### config.mk
export PLATFORM = sky130hd
export DESIGN_NAME = dmem_arbiter
export DESIGN_NICKNAME = d
export VERILOG_FILES = /design/src/rtl/dmem_arbiter.sv
export SDC_FILE = /design/constraint.sdc
export NUM_CORES = 1
export LEC_CHECK = 0
export BUFFER_PORTS_ARGS = -buffer_cell sky130_fd_sc_hd__clkbuf_2
export CAP_MARGIN = 20
export CORE_UTILIZATION = 30
export CTS_CLUSTER_DIAMETER = 200
export CTS_CLUSTER_SIZE = 14
export DETAILED_ROUTE_END_ITERATION = 8
export GPL_ROUTABILITY_DRIVEN = 0
export PLACE_DENSITY = 0.66
export SLEW_MARGIN = 0
export SYNTH_ARGS = -nofsm -noshare
export SYNTH_HDL_FRONTEND = slang
export SYNTH_SLANG_ARGS = --single-unit
### constraint.sdc
create_clock -name clk -period 1.68 [get_ports clk]
set_input_delay 0.252 -clock clk [delete_from_list [all_inputs] [get_ports clk]]
set_output_delay 0.252 -clock clk [all_outputs]
set_load 0.05 [all_outputs]
### src/rtl/dmem_arbiter.sv
// Two-port arbiter for the single-port data RAM: processor (P) and host loader (H).
// Optional DMEM_ARB_PPRIO_EN: fixed P priority with H starvation guard instead of round-robin.
module dmem_arbiter #(
  parameter int N            = 32,
  parameter int AW           = 17,
  parameter int DEPTH        = 'h8000,
  parameter int STARVE_LIMIT = 8
) (
  input  logic          clk,
  input  logic          rst_n,
  input  logic          p_req,
  input  logic          p_we,
  input  logic [AW-1:0] p_addr,
  input  logic [N-1:0]  p_wdata,
  output logic [N-1:0]  p_rdata,
  output logic          p_ack,
  output logic          p_err,
  input  logic          h_req,
  input  logic          h_we,
  input  logic [AW-1:0] h_addr,
  input  logic [N-1:0]  h_wdata,
  output logic [N-1:0]  h_rdata,
  output logic          h_ack,
  output logic          h_err,
  output logic [AW-1:0] mem_addr,
  output logic          mem_we,
  output logic [N-1:0]  mem_wdata,
  input  logic [N-1:0]  mem_rdata,
  output logic          owner
);

  typedef enum logic [1:0] {ARB, MEM, RESP} state_t;

  localparam logic [AW:0] DEPTH_L = (AW+1)'(DEPTH);

  state_t        state;
  logic          last;
  logic          oor;
  logic          grant_h;
  logic          sel_we;
  logic          sel_oor;
  logic [AW-1:0] sel_addr;
  logic [N-1:0]  sel_wdata;

`ifdef DMEM_ARB_PPRIO_EN
  localparam int CW = $clog2(STARVE_LIMIT + 1);
  localparam logic [CW-1:0] LIMIT_L = CW'(STARVE_LIMIT);

  logic [CW-1:0] starve_cnt;

  // Counts ARB cycles in which H asked and P took the slot.
  always_ff @(posedge clk or negedge rst_n) begin
    if (!rst_n) begin
      starve_cnt <= '0;
    end else if (!h_req) begin
      starve_cnt <= '0;
    end else if (state == ARB) begin
      if (grant_h)
        starve_cnt <= '0;
      else if (p_req && (starve_cnt != LIMIT_L))
        starve_cnt <= starve_cnt + 1'b1;
    end
  end
`endif

  always_comb begin
    grant_h = 1'b0;
    if (p_req && h_req) begin
`ifdef DMEM_ARB_PPRIO_EN
      grant_h = (starve_cnt == LIMIT_L);
`else
      grant_h = ~last;
`endif
    end else begin
      grant_h = h_req;
    end
  end

  always_comb begin
    sel_we    = grant_h ? h_we    : p_we;
    sel_addr  = grant_h ? h_addr  : p_addr;
    sel_wdata = grant_h ? h_wdata : p_wdata;
    sel_oor   = ({1'b0, sel_addr} >= DEPTH_L);
  end

  always_ff @(posedge clk or negedge rst_n) begin
    if (!rst_n) begin
      state     <= ARB;
      mem_we    <= 1'b0;
      mem_addr  <= '0;
      mem_wdata <= '0;
      owner     <= 1'b0;
      last      <= 1'b1;
      oor       <= 1'b0;
    end else begin
      case (state)
        ARB: begin
          if (p_req || h_req) begin
            owner     <= grant_h;
            last      <= grant_h;
            mem_addr  <= sel_addr;
            mem_wdata <= sel_wdata;
            mem_we    <= sel_we & ~sel_oor;
            oor       <= sel_oor;
            state     <= MEM;
          end
        end
        MEM: begin
          mem_we <= 1'b0;
          state  <= RESP;
        end
        RESP:    state <= ARB;
        default: state <= ARB;
      endcase
    end
  end

  // Response is decoded from state so the ack lands exactly in the RAM's data cycle.
  always_comb begin
    p_ack   = 1'b0;
    p_err   = 1'b0;
    p_rdata = '0;
    h_ack   = 1'b0;
    h_err   = 1'b0;
    h_rdata = '0;
    if (state == RESP) begin
      if (owner) begin
        h_ack   = 1'b1;
        h_err   = oor;
        h_rdata = oor ? '0 : mem_rdata;
      end else begin
        p_ack   = 1'b1;
        p_err   = oor;
        p_rdata = oor ? '0 : mem_rdata;
      end
    end
  end

endmodule

==> out/qor.csv, run 1 <==
metric,value,unit
status,"finished, violations left",
violated checks,negative setup slack,
dpl ws,0.1379,ns
initial antenna violation count,0,
sequential power share,0.212,
I/O Buffers,254,
Hold Path Stages,2,
worst skew pair latency,0.30,ns
Ant. Diodes,0,
Detailed Route WL,11.76,mm
largest net degree at the start of global routing,56,
PwrDens,1805,nW/um^2
layout cells sized above 1,0.5948,
PnR worst setup slack,-0.1071,ns
CP arrival,1.54,ns
Gate power share,0.706,
Max clock buf depth,2,
# Max-Cap Violations,0,
CTS tree,built,
Final ANT Viol Nets,0,
P_int,5.011,mW
Synth Warn #,0,
"CTS clk-pin slew, worst paths",0.10,ns
die area,10280,sq um
via count,3482,
Max Clock Skew,0.008305,ns
Die Y,101.4,um
number of synthesized flops with an enable pin,0,
Filler Cells Inserted,727,
NetSw,6.182,mW
Worst slew margin,0.7789,
syn_area_per_cell,8.514,sq um
Hold Crit Class,in -> reg,
final critical-path share of the clock period,1.064,
Initial Utilization,0.3147,
worst reg-to-reg path cell count,6,
Setup CP Type,reg -> out,
RSZ-0062 raised after global routing,true,
Synth top area share,0.4561,
"Seq/Total Area, Yosys",0.4649,
Sw Ratio,0.5523,
Clk pwr share,0.082,
Syn Inst Count,348,
ys flop type,dfrtp_1,
crit path max fanout,8,
DR pass1 iterations,4,
Sum Neg Setup Slack,-4.387,ns
Slew Limit Fails,0,
final hold vios,0,
Synth Register Bits,55,
Worst-Margin Slew,0.3264,ns
"FFs w/ async S/R, synth",1.000,
GRT Total Usage,0.2129,
Max IR drop VDD,0.001083,V
# IOs,255,
CP bufs+invs,3,
post-DP HPWL,7.808,mm
Area Overhead vs Synth,109.2,%
cells along the critical path,nand3b_1 > buf_4 > buf_16 > nor2_4 > buf_8,
"top cells by area, synth","dfrtp_1, mux2i_1, nor2_1, a21oi_1, nand2_1",
Synth area leader,dfrtp_1,
Inserted Clock Buffers,5,
# DRC,0,
Critical Path Start Type,flop,
Fmax,0.5596,GHz
Worst setup EP type,primary output,
number of cells on the critical path,5,
Lkg Pwr,2.823,nW
H-tree depth,2,
"count leader, synth",nor2_1,
cell family with most CP delay,buffers and inverters,
Root Buffer,clkbuf_8,
number of DRC markers in iteration 0,92,
wire length per cell,15.87,um
Floorplan Core Area,9415,sq um
"Distinct cells, synth",21,
total nets after synthesis,484,
row count,35,
post-synthesis cell area,2963,sq um
first-pass GRT wire length,16.81,mm
CP max stage cell,dfrtp_1,
Crit path required time,1.43,ns
Vias per Instance,4.699,
Final setup viols,67,
most frequent cells after synthesis,"nor2_1, dfrtp_1, a21oi_1, mux2i_1, nand2_1",
vias in the first global route,3375,
min cycle time layout,1.787,ns
grt total ovfl,0,
nets,747,
max incr delay on CP,0.41,ns
clock sinks,55,
die width,101.4,um
[timing repair]
item                                    4_1_cts  5_1_grt
setup buffers                                 4        2
hold buffers                                  1        0
gates resized for setup                     118       49
pin swaps                                    27        7
gates cloned                                  9        1
endpoints found under the hold margin        54        0
endpoints found under the setup margin       68       69
[registers in the layout, indices dropped and copies added (netlist names)]
| register | count |
|---|---|
| mem_wdata | 32 |
| mem_addr | 17 |
| state | 2 |
| last | 1 |
| mem_we | 1 |
| oor | 1 |
| owner | 1 |
[layout make-up]
| class | count | area, sq um | share of cell area |
|---|---|---|---|
| Clock buffer | 6 | 82.58 | 0.01332 |
| Clock inverter | 2 | 38.79 | 0.006256 |
| Inverter | 5 | 27.53 | 0.004440 |
| Multi-Input combinational cell | 262 | 1913 | 0.3086 |
| Sequential cell | 55 | 1379 | 0.2224 |
| Tap cell | 129 | 161.4 | 0.02603 |
| Timing Repair Buffer | 282 | 2597 | 0.4190 |
[power groups by stage]
stage / logic [mW] / registers [mW] / clock network, mW
after floorplan: 3.03 / 4.44 / 0
after global placement: 6.82 / 2.35 / 0
after detailed placement: 6.93 / 2.38 / 0
after CTS: 7.72 / 2.38 / 0.953
after global routing: 8.27 / 2.46 / 1.00
final: 7.90 / 2.37 / 0.919
[cell usage in the layout, fill, tap and decap left out, types with 2 or more instances in the layout]
cell type / n
o21ai_0: 2
nand3b_1: 2
dfrtp_1: 53
buf_12: 30
nand2_1: 34
clkbuf_16: 2
nor2_4: 66
buf_6: 2
clkbuf_2: 186
nor2_1: 50
buf_8: 46
mux2i_1: 50
buf_4: 6
a21oi_1: 50
buf_16: 9
clkbuf_8: 6
[through the flow]
step           area, sq um  utilization  instances  power [mW]  hold slack, ns
6_report              6200       0.6585        741       11.19          0.1755
5_1_grt               6200       0.6585        741       11.73          0.1473
4_1_cts               6092       0.6470        738       11.05          0.1561
3_5_place_dp          5207       0.5531        716       9.314          0.2788
3_3_place_gp          5207       0.5531        716       9.176          0.2758
2_1_floorplan         3445            -        348       7.477        -0.04359
[final timing paths]
path / from / slack (ns) / end
hold / removal: p_req / 0.18 / last$_DFFE_PN1P_
min in group asynchronous: rst_n / 0.47 / mem_addr[9]$_DFFE_PN0P_
hold reg to reg: mem_wdata[10]$_DFFE_PN0P_ / 0.53 / mem_wdata[10]$_DFFE_PN0P_
setup / recovery: state[0]$_DFFE_PN0P_ / -0.11 / h_rdata[13]
max in group asynchronous: rst_n / 0.92 / last$_DFFE_PN1P_
setup reg to reg: state[0]$_DFFE_PN0P_ / 0.16 / mem_wdata[5]$_DFFE_PN0P_
[logic make-up (layout without fill, tap and decap cells)]
kind of cell | after synthesis | after routing | share of synthesized area
DFF | 55 | 55 | 0.4650
buffers and inverters | 31 | 295 | 0.06208
and+or+nand+nor | 155 | 155 | 0.2006
AOI/OAI and AO/OA | 57 | 57 | 0.1035
muxes | 50 | 50 | 0.1689
[metal layers]
| metal | wire (um) | track usage | up-vias |
|---|---|---|---|
| met1 | 4358 | 0.2280 | 1618 |
| met5 | 0 | 0 | - |
| met2 | 6347 | 0.4129 | 169 |
| li1 | - | - | 1674 |
| met3 | 762 | 0.04072 | 21 |
| met4 | 287 | 0.07581 | 0 |
Note: power is estimated with default switching activity, not from simulation.
==> run 2: changes to the inputs <==
--- a/config.mk
+++ b/config.mk
@@ -7,12 +7,13 @@
 export LEC_CHECK = 0
 export BUFFER_PORTS_ARGS = -buffer_cell sky130_fd_sc_hd__clkbuf_2
 export CAP_MARGIN = 20
-export CORE_UTILIZATION = 30
+export CORE_AREA = 2 2 100 102
 export CTS_CLUSTER_DIAMETER = 200
 export CTS_CLUSTER_SIZE = 14
 export DETAILED_ROUTE_END_ITERATION = 8
+export DIE_AREA = 0 0 102 104
 export GPL_ROUTABILITY_DRIVEN = 0
-export PLACE_DENSITY = 0.66
+export PLACE_DENSITY_LB_ADDON = 0.08
 export SLEW_MARGIN = 0
 export SYNTH_ARGS = -nofsm -noshare
 export SYNTH_HDL_FRONTEND = slang
==> out/qor.csv, run 2 (synthesis results as in run 1) <==
metric,value,unit,change
Critical Path Start Type,flop,,
# DRC,0,,unchanged
status,"finished, violations left",,
worst skew pair latency,0.30,ns,about the same
Inserted Clock Buffers,5,,unchanged
reg2reg end,mem_wdata[14]$_DFFE_PN0P_,,
min cycle time layout,1.810,ns,+0.02283 ns
Root Buffer,clkbuf_8,,
Sw Ratio,0.5653,,+0.01303
Crit path required time,1.43,ns,about the same
max incr delay on CP,0.41,ns,about the same
vias in the first global route,3349,,-0.77%
I/O Buffers,254,,unchanged
number of DRC markers in iteration 0,76,,-17%
Slew Limit Fails,0,,unchanged
die area,10610,sq um,+3.2%
CP bufs+invs,3,,unchanged
Max clock buf depth,2,,unchanged
die width,102,um,+0.61%
Vias per Instance,4.547,,-3.2%
final critical-path share of the clock period,1.077,,+0.01359
Setup CP Type,reg -> out,,
P_int,4.672,mW,-6.8%
worst reg-to-reg path cell count,4,,-2
Fmax,0.5525,GHz,-1.3%
nets,742,,-0.67%
layout cells sized above 1,0.5881,,-0.006633
Filler Cells Inserted,817,,+12%
smallest hold slack,0.1682,ns,-0.007207 ns
Detailed Route WL,11.29,mm,-4.0%
largest registers,"mem_wdata x32, mem_addr x17, state x2",,
worst reg2reg setup slack,0.20,ns,+0.04 ns
RSZ-0062 raised after global routing,true,,
violated checks,negative setup slack,,
Hold Crit Endpoint,last$_DFFE_PN1P_,,
post-DP HPWL,7.418,mm,-5.0%
"most common cell after layout, fill and taps aside",clkbuf_2,,
NetSw,6.076,mW,-1.7%
RR Startpoint,last$_DFFE_PN1P_,,
row count,36,,+2.9%
Hold Startpoint,p_req,,
largest net degree at the start of global routing,56,,unchanged
Worst slew margin,0.7825,,+0.003561
GRT Total Usage,0.1976,,-0.01536
cell family with most CP delay,buffers and inverters,,
clock sinks,55,,unchanged
H-tree depth,2,,unchanged
Floorplan Core Area,9549,sq um,+1.4%
Lkg Pwr,2.743,nW,-2.8%
via count,3365,,-3.4%
initial antenna violation count,0,,unchanged
DR pass1 iterations,4,,unchanged
Hold Crit Class,in -> reg,,
CP arrival,1.56,ns,+0.02 ns
CP max stage cell,dfrtp_1,,
Biggest register,mem_wdata,,
Max Clock Skew,0.005501,ns,-0.002804 ns
cells along the critical path,nand3b_1 > buf_4 > clkbuf_16 > nor2_4 > buf_12,,
"CTS clk-pin slew, worst paths",0.10,ns,about the same
PwrDens,1791,nW/um^2,-0.77%
final core utilization,0.6283,,-0.03020
most frequent cells in the layout,"clkbuf_2, nor2_4, buf_8",,
wire length per cell,15.25,um,-3.9%
PnR worst setup slack,-0.1299,ns,-0.02283 ns
Die Y,104,um,+2.6%
Total Power,10.75,mW,-4.0%
Final setup viols,68,,+1.5%
Max IR drop VDD,0.001018,V,-6.0%
Hold Path Stages,2,,unchanged
Final ANT Viol Nets,0,,unchanged
sequential power share,0.218,,+0.006
grt total ovfl,0,,unchanged
first-pass GRT wire length,16.64,mm,-1.0%
# Max-Cap Violations,0,,unchanged
Initial Utilization,0.3103,,-0.004412
Worst-Margin Slew,0.3212,ns,-0.005260 ns
Worst setup EP type,primary output,,
# IOs,255,,unchanged
Ant. Diodes,0,,unchanged
max reg flops,32,,unchanged
Clk pwr share,0.072,,-0.010
CTS tree,built,,
Gate power share,0.710,,+0.004
final hold vios,0,,unchanged
crit path max fanout,8,,unchanged
Area Overhead vs Synth,102.5,%,
==> run 2: cell types whose count changed in the layout (fill, tap and decap cells not counted), moves of 2 or more <==
cell and change:
buf_12 -16, buf_16 -4, buf_4 -2, buf_8 +15
==> run 2: power by group through the flow <==
stage	Clock (mW)	Combinational (mW)	Sequential, mW
3_3_place_gp	0	6.61	2.35
2_1_floorplan	0	3.03	4.44
5_1_grt	0.864	8.06	2.43
4_1_cts	0.809	7.44	2.35
6_report	0.776	7.63	2.34
3_5_place_dp	0	6.68	2.36
==> run 2: through the flow <==
stage,setup WS (ns),std cells,TNS [ns],cell area (sq um)
final,-0.1299,740,-5.637,6000
after global routing,-0.2196,740,-11.22,6000
after CTS,-0.1389,738,-7.364,5837
after detailed placement,0.1331,718,0,4947
after global placement,0.1599,718,0,4947
after floorplan,-0.1543,348,-0.9560,3445
==> run 2: worst max-delay path by stage <==
stage                         startpoint          end  cells past startpoint
CTS                 state[0]$_DFFE_PN0P_   h_rdata[4]                      5
global route        state[0]$_DFFE_PN0P_   p_rdata[2]                      5
detailed placement  state[0]$_DFFE_PN0P_        h_ack                      4
global placement    state[0]$_DFFE_PN0P_   p_rdata[6]                      4
floorplan                oor$_DFFE_PN0P_  p_rdata[31]                      4
finish              state[0]$_DFFE_PN0P_  h_rdata[24]                      5
==> run 2: repair_timing <==
| item | in CTS | in global routing |
|---|---|---|
| buffers inserted | 5 | 1 |
| setup endpoints to repair | 68 | 68 |
| pin swaps | 9 | 18 |
| endpoints found under the hold margin | 54 | 0 |
| hold buffers | 1 | 0 |
| gates cloned | 6 | 2 |
| gates resized for setup | 139 | 76 |
==> run 2: worst register-to-register path: stages (launching register included) <==
cell and delay, ns:
dfstp_2 0.40, a21boi_4 0.29, buf_12 0.29, mux2i_1 0.30, a21oi_1 0.09
==> run 2: final cells by class <==
type	instances	area [sq um]	share of cell area
clock buffer	7	86.33	0.01439
clock inverter	1	8.758	0.001460
inverter	5	35.03	0.005839
multi-input combinational	262	1911	0.3185
sequential	55	1379	0.2298
tap	133	166.4	0.02774
timing repair buffer	277	2414	0.4023
==> run 2: per-layer routing <==
| layer | GRT usage | part of all wire |
|---|---|---|
| met4 | 0.05905 | 0.025 |
| met2 | 0.3802 | 0.54 |
| met1 | 0.2062 | 0.35 |
| met5 | 0 | 0 |
| met3 | 0.04637 | 0.080 |
==> run 3: changes to the inputs <==
--- a/config.mk
+++ b/config.mk
@@ -14,6 +14,7 @@
 export DIE_AREA = 0 0 102 104
 export GPL_ROUTABILITY_DRIVEN = 0
 export PLACE_DENSITY_LB_ADDON = 0.08
+export SKIP_CTS_REPAIR_TIMING = 1
 export SLEW_MARGIN = 0
 export SYNTH_ARGS = -nofsm -noshare
 export SYNTH_HDL_FRONTEND = slang
==> out/qor.csv, run 3 (synthesis results as in run 1) <==
metric,value,unit,change
Floorplan Core Area,9549,sq um,unchanged
row count,36,,unchanged
crit path max fanout,8,,unchanged
sequential cell area,1379,sq um,unchanged
NetSw,5.839,mW,-3.9%
initial antenna violation count,0,,unchanged
CTS tree,built,,
final hold vios,0,,unchanged
post-DP HPWL,7.418,mm,unchanged
RSZ-0062 raised after global routing,true,,
"CTS clk-pin slew, worst paths",0.10,ns,about the same
layout cells sized above 1,0.5776,,-0.01051
Biggest register,mem_wdata,,
Vias per Instance,4.467,,-1.8%
wire length on met1,3.698,mm,-7.2%
most frequent cells in the layout,"clkbuf_2, nor2_4, dfrtp_1",,
final critical-path share of the clock period,1.074,,-0.002900
"most common cell after layout, fill and taps aside",clkbuf_2,,
CP Launch Point,state[0]$_DFFE_PN0P_,,
Sw Ratio,0.5813,,+0.01596
die width,102,um,unchanged
Filler Cells Inserted,892,,+9.2%
violated checks,negative setup slack,,
Met2 Wirelength,5.195,mm,-15%
highest routed layer,met4,,
# IOs,255,,unchanged
nets,734,,-1.1%
Final setup viols,67,,-1.5%
PwrDens,1825,nW/um^2,+1.9%
Final ANT Viol Nets,0,,unchanged
largest net degree at the start of global routing,56,,unchanged
Met3 Wirelength,885,um,-1.7%
Critical Path Start Type,flop,,
Max clock buf depth,2,,unchanged
dpl cells,718,,unchanged
Worst slew margin,0.7532,,-0.02935
wire length per cell,13.57,um,-11%
Worst setup EP type,primary output,,
Clk pwr share,0.077,,+0.005
Max Clock Skew,0.004435,ns,-0.001066 ns
# DRC,0,,unchanged
Fmax,0.5540,GHz,+0.27%
CP max stage cell,dfrtp_1,,
sequential power share,0.233,,+0.015
area of the multi-input gates,1878,sq um,-1.7%
Inserted Clock Buffers,5,,unchanged
Max IR drop VDD,0.001018,V,about the same
first-pass GRT wire length,14.44,mm,-13%
largest registers,"mem_wdata x32, mem_addr x17, state x2",,
status,"finished, violations left",,
GRT Total Usage,0.1694,,-0.02816
Hold Startpoint,p_req,,
Worst-Margin Slew,0.3703,ns,+0.04910 ns
die area,10610,sq um,unchanged
Total Power,10.04,mW,-6.5%
cell family with most CP delay,buffers and inverters,,
CP bufs+invs,3,,unchanged
Initial Utilization,0.3103,,unchanged
H-tree depth,2,,unchanged
cells along the critical path,nand3b_1 > buf_6 > clkbuf_16 > nor2_4 > buf_12,,
min cycle time layout,1.805,ns,-0.004872 ns
grt total ovfl,0,,unchanged
Lkg Pwr,2.568,nW,-6.4%
I/O Buffers,254,,unchanged
DR pass1 iterations,4,,unchanged
Slew Limit Fails,0,,unchanged
max reg flops,32,,unchanged
Crit path required time,1.43,ns,about the same
Setup CP Type,reg -> out,,
via count,3270,,-2.8%
Final Non-Filler Cells,732,,-1.1%
# Max-Cap Violations,0,,unchanged
Ant. Diodes,0,,unchanged
vias in the first global route,3004,,-10%
Root Buffer,clkbuf_8,,
RR Startpoint,last$_DFFE_PN1P_,,
Detailed Route WL,9.933,mm,-12%
smallest hold slack,0.1672,ns,-0.001091 ns
max incr delay on CP,0.41,ns,about the same
number of DRC markers in iteration 0,76,,unchanged
Area Overhead vs Synth,85.77,%,
Gate power share,0.690,,-0.020
P_int,4.206,mW,-10%
Hold Crit Class,in -> reg,,
worst skew pair latency,0.30,ns,about the same
Die Y,104,um,unchanged
CP arrival,1.55,ns,about the same
clock sinks,55,,unchanged
PnR worst setup slack,-0.1251,ns,+0.004872 ns
-- run 3: changes by cell type in the layout (fill, tap and decap cells not counted), sizes merged --
cell	previous run	this run
inv	2	3
buf	87	47
clkinv	3	2
clkbuf	196	228
-- run 3: per-layer routing --
layer | global-route usage | up-vias
li1 | - | 1643
met5 | 0 | -
met1 | 0.1879 | 1469
met2 | 0.3111 | 146
met4 | 0.04476 | 0
met3 | 0.04772 | 12
-- run 3: power groups by stage --
stage / clock [mW] / sequential, mW / combinational (mW)
2_1_floorplan: 0 / 4.44 / 3.03
3_3_place_gp: 0 / 2.35 / 6.61
3_5_place_dp: 0 / 2.36 / 6.68
4_1_cts: 0.809 / 2.35 / 6.68
5_1_grt: 0.864 / 2.43 / 7.36
6_report: 0.776 / 2.34 / 6.93
-- run 3: layout make-up --
type | count | share of cell area
flip-flops and latches | 55 | 0.2505
well taps | 133 | 0.03023
clock inverters | 1 | 0.001591
inverters | 5 | 0.004092
clock buffers | 7 | 0.01569
repair buffers | 269 | 0.3567
multi-input cells | 262 | 0.3412
-- run 3: path summary, 6_finish.rpt --
kind / endpoint / slack, ns / cells after the start
min in group asynchronous: mem_wdata[30]$_DFFE_PN0P_ / 0.47 / 3
setup reg to reg: mem_wdata[14]$_DFFE_PN0P_ / 0.20 / 4
max in group asynchronous: last$_DFFE_PN1P_ / 0.90 / 3
hold / removal: last$_DFFE_PN1P_ / 0.17 / 2
hold reg to reg: mem_addr[3]$_DFFE_PN0P_ / 0.53 / 2
setup / recovery: h_rdata[24] / -0.13 / 5
-- run 3: metrics by stage --
stage | worst slack [ns] | instance area [sq um] | TNS (ns) | util
after floorplan | -0.1543 | 3445 | -0.9560 | -
after global placement | 0.1599 | 4947 | 0 | 0.5181
after detailed placement | 0.1331 | 4947 | 0 | 0.5181
after CTS | -0.2209 | 5042 | -12.50 | 0.5280
after global routing | -0.2275 | 5504 | -11.02 | 0.5764
final | -0.1251 | 5504 | -6.045 | 0.5764
